### src/rtl/pcm_frame_packer.sv
// pcm_frame_packer: packs PCM strobes into ping-pong BRAM frames behind a big-endian sequence number
module pcm_frame_packer #(
    parameter int NCHAN     = 8,
    parameter int SAMPLES   = 32,
    parameter int HDR_BYTES = 14,
    parameter int OFS_W     = 10
) (
    input  logic                clk,
    input  logic                rst,
    input  logic                pcm_stb,
    input  logic [16*NCHAN-1:0] pcm_data,
    output logic                wr_en,
    output logic [OFS_W:0]      wr_addr,
    output logic [7:0]          wr_data,
    output logic                tx_start,
    output logic                tx_bank,
    input  logic                tx_busy,
    output logic [15:0]         drop_count
);
    localparam int CW = (2*NCHAN > 4) ? $clog2(2*NCHAN) : 2;
    localparam int SW = (SAMPLES > 1) ? $clog2(SAMPLES) : 1;

    typedef enum logic [2:0] {IDLE, SEQ, SAMPLE, WAIT_TX, HOLDOFF} state_t;

    state_t              state, state_nxt;
    logic [CW-1:0]       cnt;
    logic [SW-1:0]       stb_cnt;
    logic [16*NCHAN-1:0] snap;
    logic [31:0]         seq_num;
    logic [OFS_W-1:0]    samp_ofs;
    logic                last_byte, last_strobe;

    assign last_byte   = cnt == CW'(2*NCHAN-1);
    assign last_strobe = stb_cnt == SW'(SAMPLES-1);

    always_ff @(posedge clk or posedge rst) begin
        if (rst)
            state <= IDLE;
        else
            state <= state_nxt;
    end

    // Write port is decoded straight from state so it drops to zero the instant reset hits
    always_comb begin
        state_nxt = state;
        wr_en     = 1'b0;
        wr_addr   = '0;
        wr_data   = '0;
        case (state)
            IDLE:    if (pcm_stb) state_nxt = (stb_cnt == '0) ? SEQ : SAMPLE;
            SEQ: begin
                wr_en   = 1'b1;
                wr_addr = {~tx_bank, OFS_W'(HDR_BYTES) + OFS_W'(cnt)};
                wr_data = seq_num[{~cnt[1:0], 3'b000} +: 8];
                if (cnt == CW'(3)) state_nxt = SAMPLE;
            end
            SAMPLE: begin
                wr_en   = 1'b1;
                wr_addr = {~tx_bank, samp_ofs};
                wr_data = snap[{cnt, 3'b000} +: 8];
                if (last_byte) state_nxt = last_strobe ? WAIT_TX : IDLE;
            end
            WAIT_TX: if (!tx_busy) state_nxt = HOLDOFF;
            HOLDOFF: if (cnt == CW'(1)) state_nxt = IDLE;
            default: state_nxt = IDLE;
        endcase
    end

    always_ff @(posedge clk or posedge rst) begin
        if (rst) begin
            cnt        <= '0;
            stb_cnt    <= '0;
            snap       <= '0;
            seq_num    <= '0;
            samp_ofs   <= OFS_W'(HDR_BYTES+4);
            tx_start   <= 1'b0;
            tx_bank    <= 1'b0;
            drop_count <= '0;
        end else begin
            tx_start <= 1'b0;
            cnt      <= (state_nxt != state) ? '0 : cnt + 1'b1;
            if (state == IDLE && pcm_stb)
                snap <= pcm_data;
            if (state != IDLE && pcm_stb && drop_count != 16'hFFFF)
                drop_count <= drop_count + 1'b1;
            if (state == SAMPLE) begin
                samp_ofs <= samp_ofs + 1'b1;
                if (last_byte) begin
                    stb_cnt <= last_strobe ? '0 : stb_cnt + 1'b1;
                    if (last_strobe) samp_ofs <= OFS_W'(HDR_BYTES+4);
                end
            end
            if (state == WAIT_TX && !tx_busy) begin
                tx_bank  <= ~tx_bank;
                tx_start <= 1'b1;
                seq_num  <= seq_num + 1'b1;
            end
        end
    end
endmodule

### config.mk
export PLATFORM = sky130hd
export DESIGN_NAME = pcm_frame_packer
export DESIGN_NICKNAME = d
export VERILOG_FILES = /design/src/rtl/pcm_frame_packer.sv
export SDC_FILE = /design/constraint.sdc
export NUM_CORES = 1
export LEC_CHECK = 0
export CAP_MARGIN = 20
export CORE_MARGIN = 5
export CORE_UTILIZATION = 53
export DETAILED_ROUTE_END_ITERATION = 10
export PLACE_DENSITY = 0.8
export SYNTH_ARGS = -nofsm -noshare
export SYNTH_HDL_FRONTEND = slang
export SYNTH_SLANG_ARGS = --single-unit
### constraint.sdc
create_clock -name clk -period 6.95 [get_ports clk]
set_input_delay 1.0425 -clock clk [delete_from_list [all_inputs] [get_ports clk]]
set_output_delay 1.0425 -clock clk [all_outputs]
set_load 0.05 [all_outputs]
==> run_results.csv <==
group,metric,value,unit
outcome,status,"complete, no violations",
cts,clk_root_buffer_cell,"clkbuf_16",
floorplanning,num_io_pins,170,
cts,clk_latency,0.44,ns
critical_path,startpoint_type,"flip-flop",
floorplanning,die_h,145,microns
cts,cts_made_buffers,17,
logic_synthesis,yosys_register_bits,200,
global_route,first_pass_grt_wire_length,39200,microns
logic_synthesis,post_synth_instance_area,9670,sq um
timing,max_clock_freq,0.225,GHz
cts,cts.repair.resized,0,
critical_path,critical_path.slowest_cell,"dfrtp_2",
job,maxCapViolCount,0,
logic_synthesis,post_synthesis_sequential_area_ratio,0.518,
logic_synthesis,synth_top_cells_by_area,"dfrtp_1 (51%), nand2_1 (12%), mux4_2 (9.3%)",
critical_path,critical_path.max_fanout,31,
timing,number_of_max_slew_violations_in_the_final_report,0,
timing,period_share,0.640,
critical_path,path_delay_family,"flip-flops",
finish,final_net_count,1198,
placement,post-place-ws,2.92,ns
critical_path,worstSetupStartpoint,"cnt[1]",
placement,dp.final_hpwl,17200,microns
floorplanning,fp.dieArea,21100,sq um
critical_path,kind_of_critical_path,"flip-flop to output port",
placement,numPortBuffers,169,
timing,worst_slew_pin_slew,0.940,ns
finish,share_of_layout_cells_above_drive_strength_1,0.138,
timing,final_hold_fails,0,
timing,final_worst_clock_skew,0.00710,ns
finish,fill_cell_instance_count_of_the_final_layout,1364,
floorplanning,starting_utilization_of_the_core_area,0.538,
critical_path,critical_path_depth,5,
critical_path,timing.reg2reg.setup_slack,4.30,ns
critical_path,worst_r2r_path_depth,6,
logic_synthesis,synth_edf_count,0,
global_route,globalRoute.totalOverflow,0,
cts,holdBufCountCts,0,
cts,numClockSinks,200,
global_route,grtUsageTotal,0.229,
hold_path,min-delay-path-class,"flip-flop to flip-flop",
global_route,grt_max_degree,147,
critical_path,regToRegStartpoint,"cnt[1]",
critical_path,timing.critical_path.required,5.91,ns
logic_synthesis,synthTopCellsByCount,"nand2_1 (319), dfrtp_1 (198), mux2_2 (44)",
routing,vias_per_cell,5.58,
floorplanning,die-width,145,microns
logic_synthesis,postSynth.asyncResetShare,1.00,
logic_synthesis,synth_nets,1048,
pwr,total_leakage_power,5.55,nW
global_route,first_global_vias,7536,
timing,final_setup_viols,0,
timing,final.min_clock_period,4.45,ns
cts,maximum_number_of_buffers_from_clock_root_to_sink,2,
logic_synthesis,synth_top_cell_area_share,0.512,
cts,tritoncts,"built",
critical_path,reg2reg_to,"cnt[3]",
finish,n_antenna_cell,0,
critical_path,crit_path_end,"wr_data[0]",
pwr,power.density,381,nW/um^2
critical_path,worst_path_largest_cell_delay,0.93,ns
logic_synthesis,yosys.cell_count.top_type,"nand2_1",
routing,drt_wl_total,24200,microns
routing,antenna_left,0,
global_route,antenna_found_initial,0,
critical_path,worstPathBufferInverterCount,1,
critical_path,worst_endpoint_data_arrival_time,3.41,ns
pwr,power.ir.vdd_worst,267,uV
routing,drt_iter0_drc,570,
critical_path,endpoint_kind,"output port",
routing,detail_route.wl_per_cell,18.6,microns
routing,via_count,7240,
floorplanning,fp-row-count,49,
timing,layout_setup_ws,2.50,ns
logic_synthesis,yosys.area.top_type,"dfrtp_1",
logic_synthesis,synthesis.instances,906,
timing,final.setup.tns,0,ns
logic_synthesis,dominantRegCellSynth,"dfrtp_1",
routing,drt_pass1_iterations,5,
cts,worst_setup_hold_path_clk_slew,0.08,ns
placement,gp_routability_congestion,0.936,
finish,area.growth.synth_to_final,25.1,%
finish,fin_cells,1298,
pwr,totalPowerFinal,4.61,mW
placement,dp.cells,1264,
logic_synthesis,post_synth.cell_area_avg,10.7,sq um
logic_synthesis,synthDistinctLibCells,60,
cts,cts.repair_timing.setup_buffer_count,0,
timing,worst_slew_margin_rel,0.373,
timing,rsz0062_at_grt,"false",
logic_synthesis,yosys_warnings,0,
routing,drc,0,
cts,cts.htree.levels,4,
floorplanning,core,18000,sq um
critical_path,crit_path_cell_trace,"mux4_2 > mux2_2 > a22oi_1 > o21ai_0 > clkdlybuf4s50_1",
## metal layers
metal  share of wire  vias to the layer above  routed length (microns)  global-route usage
met5               0                        -                        0                   0
met4           0.031                        0                      743              0.0924
met3           0.055                       47                     1340              0.0415
met2            0.51                      245                    12200               0.388
met1            0.41                     3584                     9870               0.294
li1                -                     3364                        -                   -
## worst min path at each step
stage                    from         to  slack, ns  depth (start not counted)
floorplan           snap[100]  snap[100]       0.44                          2
global placement    snap[113]  snap[113]       0.46                          2
detailed placement   snap[25]   snap[25]       0.46                          2
CTS                  snap[25]   snap[25]       0.48                          2
global route         snap[25]   snap[25]       0.49                          2
finish               snap[25]   snap[25]       0.48                          2
## cell type report
type	count	area, sq um	area share
multi-input combinational	650	4400	0.364
sequential	200	5010	0.414
clock inverter	15	158	0.0130
inverter	13	56.3	0.00465
tap	229	287	0.0237
clock buffer	17	425	0.0352
timing repair buffer	174	1760	0.146
## kinds of logic (layout without fill, tap and decap cells)
family	count (synthesis)	count (layout)	synth area share
compound gates	48	48	0.0316
xor+xnor	55	55	0.0506
fa+ha+maj	10	10	0.0129
buf+inv	56	219	0.0283
flops	200	200	0.518
mux	92	92	0.153
simple gates	445	445	0.206
## cell usage in the layout (no fill, tap or decap), types with 10 or more instances in the layout
master           Yosys  final
xnor2_1             30     30
ha_1                10     10
xor2_1              24     24
nor3_1              14     14
nand2_1            319    319
mux4_2              40     40
inv_1               12     11
nand4_1             10     10
clkdlybuf4s50_1      0    169
nor2_1              21     20
dfrtp_1            198    195
nand3_1             24     24
o21ai_0             17     17
clkbuf_16            0     17
mux2_2              44     44
and2_1              12     12
## through the flow
step / instance area (sq um) / util / hold slack (ns)
finish: 12100 / 0.673 / 0.480
global route: 12100 / 0.673 / 0.492
CTS: 12100 / 0.671 / 0.478
detailed placement: 11500 / 0.638 / 0.460
global placement: 11500 / 0.638 / 0.456
floorplan: 9670 / - / 0.440
## state kept, by name, summed over array words and instances (netlist names)
name and flops:
seq_num 32, tx_bank 1, state 3, tx_start 1, snap 128, samp_ofs 10
cnt 4, drop_count 16, stb_cnt 5
## report_power, final
group	leakage, nW	internal [mW]	switching, mW	total [mW]
Sequential	2.52	1.59	0.364	1.95
Combinational	2.74	0.785	0.887	1.67
Clock	0.285	0.510	0.482	0.992
## worst min-delay path: cells and delay by family (launching register included)
family	cells	cell delay, ns
simple gates	2	0.10
flops	1	0.35
No activity file was read; power rests on OpenSTA's default activity.
